$ cat config.mk
export PLATFORM = sky130hd
export DESIGN_NAME = sha256_msg_sequencer_flat
export DESIGN_NICKNAME = d
export VERILOG_FILES = /design/src/rtl/sha256_msg_sequencer_if.sv /design/src/rtl/sha256_msg_sequencer.sv /design/src/flat_wrapper.sv
export SDC_FILE = /design/constraint.sdc
export NUM_CORES = 1
export LEC_CHECK = 0
export BUFFER_PORTS_ARGS = -buffer_cell sky130_fd_sc_hd__buf_4
export CAP_MARGIN = 10
export CORE_AREA = 2 2 420 422
export CTS_CLUSTER_SIZE = 16
export DETAILED_ROUTE_END_ITERATION = 12
export DIE_AREA = 0 0 422 424
export PLACE_DENSITY = 0.37
export SLEW_MARGIN = 20
export SYNTH_ARGS = -nofsm -noshare
export SYNTH_HDL_FRONTEND = slang
export SYNTH_SLANG_ARGS = --single-unit
$ cat constraint.sdc
create_clock -name clk -period 6.5 [get_ports clk]
set_input_delay 0.325 -clock clk [delete_from_list [all_inputs] [get_ports clk]]
set_output_delay 0.325 -clock clk [all_outputs]
set_load 0.1 [all_outputs]
$ cat src/rtl/sha256_msg_sequencer_if.sv
// sha256_msg_sequencer_if: message input, compression-core and digest output bundle
interface sha256_msg_sequencer_if;
    logic         in_valid;
    logic         in_ready;
    logic [31:0]  in_data;
    logic         in_last;
    logic [2:0]   in_nbytes;
    logic [511:0] core_block;
    logic         core_tick;
    logic         core_final;
    logic         core_done;
    logic [255:0] core_digest;
    logic         dig_valid;
    logic         dig_ready;
    logic [255:0] dig_data;
    modport slave (
        input  in_valid, in_data, in_last, in_nbytes, core_done, core_digest, dig_ready,
        output in_ready, core_block, core_tick, core_final, dig_valid, dig_data
    );
    modport master (
        output in_valid, in_data, in_last, in_nbytes, core_done, core_digest, dig_ready,
        input  in_ready, core_block, core_tick, core_final, dig_valid, dig_data
    );
endinterface

$ cat src/rtl/sha256_msg_sequencer.sv
// sha256_msg_sequencer: pads a big-endian word stream into SHA-256 blocks and sequences the compression core
module sha256_msg_sequencer #(
    parameter int LEN_W = 64
) (
    input  logic                  clk,
    input  logic                  rst,
    sha256_msg_sequencer_if.slave bus,
    output logic                  busy
);
    typedef enum logic [2:0] {IDLE, FILL, ISSUE, WAIT, PADBLK, OUT} state_t;
    state_t state, state_nx;
    logic [0:15][31:0] blk, fill_blk, pad_blk;
    logic [3:0] widx;
    logic [LEN_W-4:0] cnt, cnt_nx;
    logic [255:0] dig_q;
    logic pend_final, need_pad, defer, done_q;
    logic acc, rise, fits;
    logic [2:0] n;
    logic [5:0] sh;
    logic [6:0] off;
    logic [31:0] lw;
    assign acc = bus.in_valid && bus.in_ready;
    assign rise = bus.core_done && !done_q;
    assign n = (!bus.in_last || bus.in_nbytes > 3'd4) ? 3'd4 : bus.in_nbytes;
    assign sh = {n, 3'b000};
    // block byte offset where the 0x80 terminator lands; 64 means it spills into a new block
    assign off = {1'b0, widx, 2'b00} + {4'b0000, n};
    assign fits = off <= 7'd55;
    assign lw = (bus.in_data & ~(32'hffff_ffff >> sh)) | (32'h8000_0000 >> sh);
    assign cnt_nx = cnt + (LEN_W-3)'(n);
    assign pad_blk = {defer ? 32'h8000_0000 : 32'h0, 416'h0, cnt, 3'b000};
    always_comb begin
        fill_blk = blk;
        for (int w = 0; w < 16; w++) begin
            if (w == int'(widx)) fill_blk[w] = lw;
            else if (bus.in_last && w > int'(widx))
                fill_blk[w] = (w == int'(widx) + 1 && n == 3'd4) ? 32'h8000_0000 : 32'h0;
        end
        if (bus.in_last && fits) {fill_blk[14], fill_blk[15]} = {cnt_nx, 3'b000};
    end
    always_ff @(posedge clk or negedge rst) begin
        if (!rst) state <= IDLE;
        else state <= state_nx;
    end
    always_comb begin
        state_nx = state;
        case (state)
            IDLE, FILL: if (acc) state_nx = (bus.in_last || widx == 4'd15) ? ISSUE : FILL;
            ISSUE:      state_nx = WAIT;
            WAIT:       if (rise) state_nx = pend_final ? OUT : need_pad ? PADBLK : FILL;
            PADBLK:     state_nx = ISSUE;
            OUT:        if (bus.dig_ready) state_nx = IDLE;
            default:    state_nx = IDLE;
        endcase
    end
    always_comb begin
        bus.in_ready = rst && (state == IDLE || state == FILL);
        bus.core_tick = state == ISSUE;
        bus.core_final = state == ISSUE && pend_final;
        bus.dig_valid = state == OUT;
        busy = state != IDLE;
    end
    assign bus.core_block = blk;
    assign bus.dig_data = dig_q;
    always_ff @(posedge clk or negedge rst) begin
        if (!rst) begin
            blk <= '0;
            widx <= '0;
            cnt <= '0;
            dig_q <= '0;
            pend_final <= 1'b0;
            need_pad <= 1'b0;
            defer <= 1'b0;
            done_q <= 1'b0;
        end else begin
            done_q <= bus.core_done;
            if (acc) begin
                blk <= fill_blk;
                cnt <= cnt_nx;
                widx <= widx + 4'd1;
            end
            if (acc && bus.in_last) begin
                pend_final <= fits;
                need_pad <= !fits;
                defer <= off == 7'd64;
            end
            if (state == WAIT && rise && pend_final) dig_q <= bus.core_digest;
            if (state == PADBLK) begin
                blk <= pad_blk;
                pend_final <= 1'b1;
                need_pad <= 1'b0;
            end
            if (state == OUT && bus.dig_ready) begin
                widx <= '0;
                cnt <= '0;
                pend_final <= 1'b0;
                need_pad <= 1'b0;
                defer <= 1'b0;
            end
        end
    end
endmodule

$ cat src/flat_wrapper.sv
// flat-port wrapper written by rule: the top's interface ports become plain ports
module sha256_msg_sequencer_flat 
#(
    parameter int LEN_W = 64
)
  (clk, rst, busy, bus_in_valid, bus_in_data, bus_in_last, bus_in_nbytes, bus_core_done, bus_core_digest, bus_dig_ready, bus_in_ready, bus_core_block, bus_core_tick, bus_core_final, bus_dig_valid, bus_dig_data);
  sha256_msg_sequencer_if bus_i ();
  input  logic clk;
  input  logic rst;
  output logic busy;
  input wire logic [$bits(bus_i.in_valid)-1:0] bus_in_valid;
  input wire logic [$bits(bus_i.in_data)-1:0] bus_in_data;
  input wire logic [$bits(bus_i.in_last)-1:0] bus_in_last;
  input wire logic [$bits(bus_i.in_nbytes)-1:0] bus_in_nbytes;
  input wire logic [$bits(bus_i.core_done)-1:0] bus_core_done;
  input wire logic [$bits(bus_i.core_digest)-1:0] bus_core_digest;
  input wire logic [$bits(bus_i.dig_ready)-1:0] bus_dig_ready;
  output wire logic [$bits(bus_i.in_ready)-1:0] bus_in_ready;
  output wire logic [$bits(bus_i.core_block)-1:0] bus_core_block;
  output wire logic [$bits(bus_i.core_tick)-1:0] bus_core_tick;
  output wire logic [$bits(bus_i.core_final)-1:0] bus_core_final;
  output wire logic [$bits(bus_i.dig_valid)-1:0] bus_dig_valid;
  output wire logic [$bits(bus_i.dig_data)-1:0] bus_dig_data;
  assign bus_i.in_valid = bus_in_valid;
  assign bus_i.in_data = bus_in_data;
  assign bus_i.in_last = bus_in_last;
  assign bus_i.in_nbytes = bus_in_nbytes;
  assign bus_i.core_done = bus_core_done;
  assign bus_i.core_digest = bus_core_digest;
  assign bus_i.dig_ready = bus_dig_ready;
  assign bus_in_ready = bus_i.in_ready;
  assign bus_core_block = bus_i.core_block;
  assign bus_core_tick = bus_i.core_tick;
  assign bus_core_final = bus_i.core_final;
  assign bus_dig_valid = bus_i.dig_valid;
  assign bus_dig_data = bus_i.dig_data;
  sha256_msg_sequencer #(.LEN_W(LEN_W)) u_core (.clk(clk), .rst(rst), .bus(bus_i), .busy(busy));
endmodule
### Word level (Yosys, flattened, before mapping)

Index checks and enable logic that the tools add are counted.
Widths: inputs -> output; s select.

* add/sub/neg operators: 4
* bitwise operators: 3
* reduce and logical (&&, ||, !) cells: 86
* $lt $le $gt $ge: 17
* eq/ne operators: 41
* mux-type cells: 70
* shifts and indexed selects: 2

Operator list (number)
* $mux 32: 47
* $mux 512: 2
* $eq 5x32->1 const A: 8
* $eq 4x32->1 const A: 4
* $mux 61: 2
* $eq 3x32->1 const A: 2
* $mux 64: 1
* $shr 32x6->32 const A: 2
* $add 61x3->61: 1
* $reduce_bool 3->1: 15
* $logic_and 1x1->1: 39
* $and 32x32->32: 1
* $eq 2x32->1 const A: 1
* $eq 4x4->1 const A: 8
* $gt 4x4->1 const A: 8
* $not 32->32: 1
* $or 32x32->32: 1
* $reduce_and 2->1: 16
* $mux 3: 6
* $eq 3x4->1 const A: 4
* $gt 3x4->1 const A: 4
* $pmux 3 s5: 1
* $eq 3x3->1 const B: 3
* $eq 2x4->1 const A: 2
* 25 further kinds: 44

* input bits: 297
* register bits: 840
* logic and storage cells: 247

### Depth between registers and ports, before layout

Gate-level depths: netlist of run 1.

* word-level depth: 11
* gate-level depth with buffers: 15

### Worst setup path before layout of run 1

Ideal clock, no wire load.

* path kind: register to register
* start: register u_core.state[0]
* end: register u_core.widx[3]
* library setup time: 0.133 ns
* data arrival time: 3.153 ns
* path slack: 3.214 ns
* buffers on the path: 3
* clock period less this slack: 3.286 ns
* stages on the path, launching flop included: 11
* path through: dfrtp_1 clkbuf_1 inv_2 nor2_1 nand2_1 nand2_1 buf_2 buf_2 nand2_1 nand2_1 o31ai_1

* elaborated cells on any way between the ends: 9
* those cells by class: 2 x eq/ne; 1 x mux; 6 x reduce/logical

RTL lines
* start, declared: RTL line sha256_msg_sequencer.sv:11 `state_t state, state_nx;`
* start signal, assigned: RTL line sha256_msg_sequencer.sv:43 `else state <= state_nx;`
* $eq 3x3->1 *
* net bus_dig_valid: RTL line flat_wrapper.sv:22 `output wire logic [$bits(bus_i.dig_valid)-1:0] bus_dig_valid;`
* $logic_and 1x1->1 *: RTL line sha256_msg_sequencer.sv:93 `if (state == OUT && bus.dig_ready) begin`
* $mux 4 or $reduce_bool 2->1 (tied branches)
* end signal, assigned: RTL line sha256_msg_sequencer.sv:80 `widx <= widx + 4'd1;`
* end, declared: RTL line sha256_msg_sequencer.sv:13 `logic [3:0] widx;`

Mark *: on every way through the listed nets, which the timed path passes. The rest lies on a longest branch.
A chain may end at the register's enable or synchronous reset.

### Final worst setup path of run 1

* start: input port bus_in_last
* end: register u_core.blk, in the netlist u_core.bus.core_block[57]

* longest elaborated chain between the ends: 11
* elaborated cells on any way between the ends: 19
* those cells by class: 2 x add/sub; 1 x order compare; 2 x shift; 5 x mux; 3 x bitwise; 6 x reduce/logical

Ends and longest elaborated chain
* start, declared: RTL line flat_wrapper.sv:13 `input wire logic [$bits(bus_i.in_last)-1:0] bus_in_last;`
* parallel branches: the longest is 11 deep, another holds $add 6x3->7
* end signal, assigned: RTL line sha256_msg_sequencer.sv:78 `blk <= fill_blk;`
* end signal, assigned: RTL line sha256_msg_sequencer.sv:89 `blk <= pad_blk;`
* end, declared: RTL line sha256_msg_sequencer.sv:12 `logic [0:15][31:0] blk, fill_blk, pad_blk;`

Several ways; the timed one is not identified. The select of a mux whose other input is x is not followed.

==> metrics.md, run 1 <==
| Metric | Value |
|---|---|
| Hold/Removal Path Class | primary input to flip-flop |
| Maximum clock path buffer count | 3 |
| Port Buf Inserts | approximately 1100 |
| Part of the power in registers | 0.245 |
| Initial DRC count | about 2700 |
| Worst-Margin Slew | about 1.1 ns |
| CP peak stage delay | ~0.9 ns |
| WL/cell | approximately 29 um |
| Initial antenna violation count | 31 |
| Met2 Use GR | 0.3459 |
| Top FF cell, synth | dfrtp_1 |
| Drt first pass iters | 7 |
| Final setup violation count | 0 |
| Relative slew slack | 0.2412 |
| Total wire length | about 200 mm |
| Gate power share | 0.565 |
| Final net count | a little under 5000 |
| Routing usage on met1 | 0.2835 |
| YS warnings | 0 |
| Pwr Density | ~600 mW/mm^2 |
| Cell Area, Placed | between 0.04 and 0.05 sq mm |
| Tcrit/Tclk final | 0.6876 |
| Hold path startpoint | bus_in_data[7] |
| Count of pins over their slew limit | 0 |
| Critical Path Fanout Max | 23 |
| Worst Setup Start Kind | primary input |
| Grt peak-use layer | met2 |
| RePlAce Congestion | approximately 0.86 |
| Pint | between 10 and 15 mW |
| RSZ-0062 raised after global routing | no |
| Tot GR Track Use | 0.2176 |
| Worst path top cell family by delay | compound AO/OA/AOI/OAI gates |
| Share of post-route cells with drive strength above 1 | 0.3573 |
| Critical path type | primary input to flip-flop |
| Place WS | between 2 and 2.5 ns |
| Vias | 31630 |
| Post-Synth Adder-Cell Area | 0.003948 |
| Crit path buf inv count | 3 |
| Area growth syn-to-layout | 48.88% |
| Worst-case reg-to-reg path depth | 8 |
| Peak supply drop | around 0.56 mV |
| First-pass GRT wire length | between 200 and 300 mm |
| CP Depth | 13 |
| Sequential area share after synthesis | 0.6029 |
| Initial Util | 0.1993 |
| Multiplexer share of the synthesized area | 0.08362 |
| Arrival @ worst endpoint | around 5.1 ns |
| Setup Skew | roughly 0.026 ns |
| Worst skew pair latency | between 0.7 and 0.8 ns |
| CP Cell Sequence | dlygate4sd3_1 > buf_4 > and2b_1 > inv_1 > ha_1 > ha_1 > nand4b_1 > o21ai_0 > o2111a_1 > nand2_1 > o21ai_0 > o21ai_0 > o311ai_1 |
| Final hold violations | 0 |
| Die Ht | 424 um |
| Remaining Overflow, GRT | 0 |
| Synth Area in Simple Gates | 0.1248 |
| Via/cell ratio | around 4.5 |
| Total power | roughly 32 mW |
| Setup TNS | 0 ns |
| Slowest CP cell | o2111a_1 |
| Top achievable clock speed | roughly 0.22 GHz |
| Root Buffer | clkbuf_16 |
| CP endpoint | u_core.bus.core_block[57]$_DFFE_PN0P_ |
| Die area | about 0.18 sq mm |
| EDFF count, synth | 0 |
| Core box area | 0.1750 sq mm |
| TritonCTS clock tree | built |
| Dpl hpwl | about 150 mm |
| Max cap viols | 0 |
| CTS resizes | 0 |
| Status | finished clean |
| CP endpoint kind | flip-flop |
| Compound-Gate Fraction of Synth Area | 0.1469 |
| Die Wd | between 400 and 500 um |
| WP data required | between 7 and 8 ns |
| Final WS setup | 2.031 ns |
| CTS Buf Count | 106 |
| LEAKAGE | around 24 nW |
| Routed Antenna Nets | 0 |
| Number of remaining DRC errors | 0 |
| Cell Area, Synth | 0.03486 sq mm |
| NetSw | ~18 mW |
| RR Endpoint | u_core.bus.core_block[31]$_DFFE_PN0P_ |
| Fill cell count | 18660 |
| Clk pwr share | 0.190 |
| #FFs+latches synth | between 800 and 900 |
| Net count after synthesis | ~3600 |
| Fin area | 0.05191 sq mm |
| Clk slew on worst S/H paths | approximately 0.060 ns |
| Boundary pin count | 1070 |
| Switching share of power | 0.5768 |
| Worst r2r src | u_core.widx[0]$_DFFE_PN0P_ |
| GR Util met3 | 0.06319 |
| Site Rows | roughly 150 |
| Synth Area in XOR/XNOR | 0.004486 |
| Post-synth cell types | 87 |
| Largest family of logic cells by synthesized area | compound AO/OA/AOI/OAI gates |
| Syn Inst Count | between 3000 and 4000 |
| Vias in the first global route | between 30000 and 40000 |
| Ys async rst share | 1.000 |
| Worst reg2reg setup slack | about 2.7 ns |
| CTS HTree Levels | 3 |
| Setup crit start | bus_in_last |
| Largest net degree at the start of global routing | 170 |
| Mean area per synthesized cell | 10.70 sq um |
| Clock sink count | 840 |
| Tmin final | approximately 4.5 ns |
| Worst path most repeated cell | o21ai_0 |
cells in the final DEF, fill, tap and decap left out, types with 33 or more instances in the layout:
cell type      Yosys  final
dfrtp_1          840    840
nand2_1          614    609
and3_1            33     33
buf_4              7   1136
clkbuf_16          0    107
a21oi_1          114    111
nand3_1           92     82
o21ai_0          488    488
a31oi_1           50     50
o31ai_1          103    103
mux2_2           258    258
nor2_1           111    101
dlygate4sd3_1      0    282
kinds of logic (layout without fill, tap and decap cells):
kind of cell | count (synthesis) | after routing
DFF | 840 | 840
adders and majority gates | 11 | 11
buffers and inverters | 272 | 1636
muxes | 259 | 259
other | 0 | 7
xor gates and xnor gates | 17 | 17
and+or+nand+nor | 980 | 980
AOI/OAI and AO/OA | 878 | 878
state kept, by name, indices dropped and copies added, names as in the netlist:
register / count
u_core.done_q: 1
u_core.bus.dig_data: 256
u_core.defer: 1
u_core.bus.core_block: 512
u_core.widx: 4
u_core.pend_final: 1
u_core.need_pad: 1
u_core.cnt: 61
u_core.state: 3
timing repair:
action                    CTS  global route
hold buffers              282             0
hold endpoints to repair  339             0
setup buffers               0             0
area by class of cell:
| cell class | count | area [sq um] | share of cell area |
|---|---|---|---|
| well taps | 2340 | 2928 | 0.05641 |
| inverters | 14 | 52.55 | 0.001012 |
| diodes | 7 | 17.52 | 0.0003375 |
| clock inverters | 36 | 389.1 | 0.007497 |
| multi-input cells | 2145 | 12880 | 0.2482 |
| repair buffers | 1424 | 11470 | 0.2210 |
| flip-flops and latches | 840 | 21020 | 0.4050 |
| clock buffers | 162 | 3144 | 0.06058 |
per-layer routing:
| metal | wire length (um) | vias up |
|---|---|---|
| met3 | 15920 | 224 |
| li1 | - | 14020 |
| met2 | 93680 | 1237 |
| met4 | 6682 | 4 |
| met5 | 21 | - |
| met1 | 85790 | 16140 |
through the flow:
step	hold WS [ns]	util	instances
after detailed placement	0.2964	0.2601	6480
after global placement	0.2942	0.2600	6480
after floorplan	0.02941	-	3257
final	0.07158	0.2967	6968
after global routing	0.02663	0.2966	6964
after CTS	0.01139	0.2964	6960
Yosys cell counts (5+ instances only):
cell type	instances	share of area
a21o_1	8	0.0017
mux2_2	258	0.083
a31oi_1	50	0.0090
a211oi_1	5	0.0011
nor3_1	20	0.0029
inv_1	13	0.0014
a21oi_1	114	0.016
nor2_1	111	0.012
a22o_1	13	0.0033
nand2b_1	12	0.0022
o221a_2	8	0.0026
and4_1	8	0.0020
clkbuf_1	154	0.017
dfrtp_1	840	0.60
xor2_1	8	0.0020
ha_1	11	0.0039
buf_1	15	0.0016
o21ai_0	488	0.070
nand4_1	14	0.0025
nand2_1	614	0.066
and3_1	33	0.0059
nor4_1	6	0.0011
buf_2	79	0.011
or3_1	10	0.0018
o32ai_1	6	0.0015
o21a_1	5	0.0011
o22ai_1	24	0.0043
nand3_1	92	0.013
and2_1	12	0.0022
nor2b_1	7	0.0013
o211ai_1	6	0.0013
and3_2	6	0.0013
xnor2_1	8	0.0020
nand3_2	5	0.0014
o31ai_1	103	0.022
buf_4	7	0.0015
power by group through the flow:
stage                     Combinational [mW]  Sequential (mW)  Clock, mW
after floorplan                         2.40             18.2          0
after global placement                  18.0             7.87          0
after detailed placement                18.0             7.90          0
after CTS                               18.2             7.84       6.25
after global routing                    18.6             8.02       6.45
final                                   18.1             7.84       6.09
tightest hold or removal path: cells and delay by family:
family / cells / cell delay, ns
AO/OA/AOI/OAI: 2 / 0.31
buffers and inverters: 1 / 0.13
worst min path at each step:
stage,end,slack [ns],cells past startpoint
final,u_core.bus.core_block[487]$_DFFE_PN0P_,0.07,3
after global placement,u_core.bus.core_block[250]$_DFFE_PN0P_,0.29,1
after detailed placement,u_core.bus.core_block[250]$_DFFE_PN0P_,0.30,1
after CTS,u_core.bus.core_block[5]$_DFFE_PN0P_,0.01,5
after floorplan,u_core.bus.core_block[0]$_DFFE_PN0P_,0.03,0
after global routing,u_core.bus.core_block[487]$_DFFE_PN0P_,0.03,3
No activity file was read; power rests on OpenSTA's default activity.
==> run 2: changes to the inputs <==
- CORE_AREA: 2 2 420 422 -> 2 2 415 417
- DIE_AREA: 0 0 422 424 -> 0 0 417 419
- PLACE_DENSITY: 0.37 -> 0.39
- clock period: 6.5 -> 4.03 ns (I/O delays scaled with it)
==> metrics.md, run 2 (synthesis gave the netlist of run 1 again) <==
| Metric | Value |
|---|---|
| Boundary pin count | 1070 |
| Place WS | about 0.57 ns |
| RSZ-0062 raised after global routing | no |
| FF/Latch Area | 0.02102 sq mm |
| Hold Buf Count CTS | around 290 |
| Dpl hpwl | about 150 mm |
| Number of remaining DRC errors | 0 |
| Relative slew slack | 0.2374 |
| Total power | around 52 mW |
| Remaining Overflow, GRT | 0 |
| Pwr Density | 994.5 mW/mm^2 |
| WL/cell | slightly below 30 um |
| Max cap viols | 0 |
| First-pass GRT wire length | between 200 and 300 mm |
| CP endpoint kind | flip-flop |
| Port Buf Inserts | about 1100 |
| Setup TNS | 0 ns |
| Cell Count, Final, Fillers Out | 6903 |
| Critical path type | primary input to flip-flop |
| Vias in the first global route | around 32000 |
| Final setup violation count | 0 |
| Post-CTS Setup Bufs | 0 |
| Drt first pass iters | 5 |
| Top achievable clock speed | between 0.2 and 0.3 GHz |
| Die Ht | around 420 um |
| Core box area | 0.1706 sq mm |
| Root Buffer | clkbuf_16 |
| Leading cell types in the layout, fill and taps excluded | 1170 x buf_4, 840 x dfrtp_1, 611 x nand2_1 |
| Total wire length | slightly above 200 mm |
| Share of post-route cells with drive strength above 1 | 0.3596 |
| CTS Buf Count | about 110 |
| Peak supply drop | between 0.8 and 0.9 mV |
| CTS HTree Levels | 3 |
| Setup Skew | approximately 0.026 ns |
| CTS resizes | 0 |
| Initial Util | 0.2044 |
| Commonest non-fill, non-tap cell in the layout | buf_4 |
| Placed cell count | around 6400 |
| Arrival @ worst endpoint | 4.14 ns |
| LEAKAGE | ~24 nW |
| Worst skew pair latency | around 0.75 ns |
| Hold/Removal Path Class | primary input to flip-flop |
| Routed Antenna Nets | 0 |
| Largest net degree at the start of global routing | 157 |
| Vias | approximately 32000 |
| Die area | 0.1747 sq mm |
| Clk slew on worst S/H paths | roughly 0.060 ns |
| TritonCTS clock tree | built |
| Site Rows | between 150 and 200 |
| Fill cell count | around 18000 |
| Initial antenna violation count | 42 |
| Final net count | ~4900 |
| Largest register FFs | between 500 and 600 |
| Clock sink count | 840 |
| Multi-input gate area | approximately 0.013 sq mm |
| Die Wd | 417 um |
| Tcrit/Tclk final | 0.8588 |
| Area growth syn-to-layout | 49.45% |
| Worst Setup Start Kind | primary input |
| Via/cell ratio | between 4 and 5 |
| Status | finished clean |
| Tot GR Track Use | 0.2263 |
| Final core occ | 0.3054 |
| Worst-Margin Slew | between 1 and 1.5 ns |
| Critical Path Fanout Max | 22 |
| Count of pins over their slew limit | 0 |
| Maximum clock path buffer count | 3 |
| Initial DRC count | 2859 |
| Final WS setup | approximately 0.57 ns |
| RePlAce Congestion | between 0.8 and 0.9 |
| WP data required | between 4 and 5 ns |
| Final hold violations | 0 |
| Tmin final | roughly 3.5 ns |
## run 2: changes by cell type in the layout (fill, tap and decap cells not counted), sizes merged
cell	delta
clkinvlp	+2
clkbuf	-5
dlygate4sd3	+9
clkinv	-5
buf	+41
## run 2: final timing paths
kind / start / end / slack (ns) / cells after the start
setup / recovery: bus_in_last / u_core.bus.core_block[8]$_DFFE_PN0P_ / 0.57 / 13
hold / removal: bus_in_data[12] / u_core.bus.core_block[492]$_DFFE_PN0P_ / 0.06 / 4
setup reg to reg: u_core.widx[1]$_DFFE_PN0P_ / u_core.bus.core_block[29]$_DFFE_PN0P_ / 0.77 / 7
hold reg to reg: u_core.bus.core_block[186]$_DFFE_PN0P_ / u_core.bus.core_block[186]$_DFFE_PN0P_ / 0.47 / 2
max in group asynchronous: rst / u_core.bus.core_block[171]$_DFFE_PN0P_ / 1.69 / 5
min in group asynchronous: rst / u_core.state[1]$_DFFE_PN0P_ / 0.16 / 3
## run 2: worst max-delay path, cell delays in order
cell and delay [ns]:
dlygate4sd3_1 0.58, buf_4 0.32, and2b_1 0.29, inv_1 0.11, ha_1 0.22, ha_1 0.34
nand4b_1 0.13, o21ai_0 0.40, a21oi_2 0.15, nor2_1 0.87, a31oi_1 0.18, o21ai_0 0.12
o221a_2 0.20
## run 2: where the power goes
part           internal, mW  switching [mW]  total [mW]
logic                  5.47            24.1        29.6
registers              10.9            1.79        12.6
clock network          5.52            4.06        9.58
## run 2: per-layer routing
layer / global-route usage / up-vias / routed length, um
met3: 0.08000 / 287 / 17880
met5: 0 / - / 76
li1: - / 14120 / -
met1: 0.2910 / 16290 / 86820
met2: 0.3506 / 1269 / 92120
met4: 0.07817 / 12 / 7958
## run 2: metrics by stage
step           hold slack [ns]  area, sq um
3_3_place_gp            0.3314        45710
4_1_cts              0.0002793        52090
3_5_place_dp            0.3322        45770
5_1_grt                0.04527        52090
2_1_floorplan         -0.09409        34860
6_report               0.06000        52100
## run 2: area by class of cell
| cell class | instances | share of cell area |
|---|---|---|
| clock buffers | 157 | 0.05903 |
| flip-flops and latches | 840 | 0.4034 |
| inverters | 14 | 0.001009 |
| multi-input cells | 2145 | 0.2465 |
| well taps | 2233 | 0.05362 |
| repair buffers | 1474 | 0.2297 |
| diodes | 7 | 0.0003362 |
| clock inverters | 33 | 0.006364 |
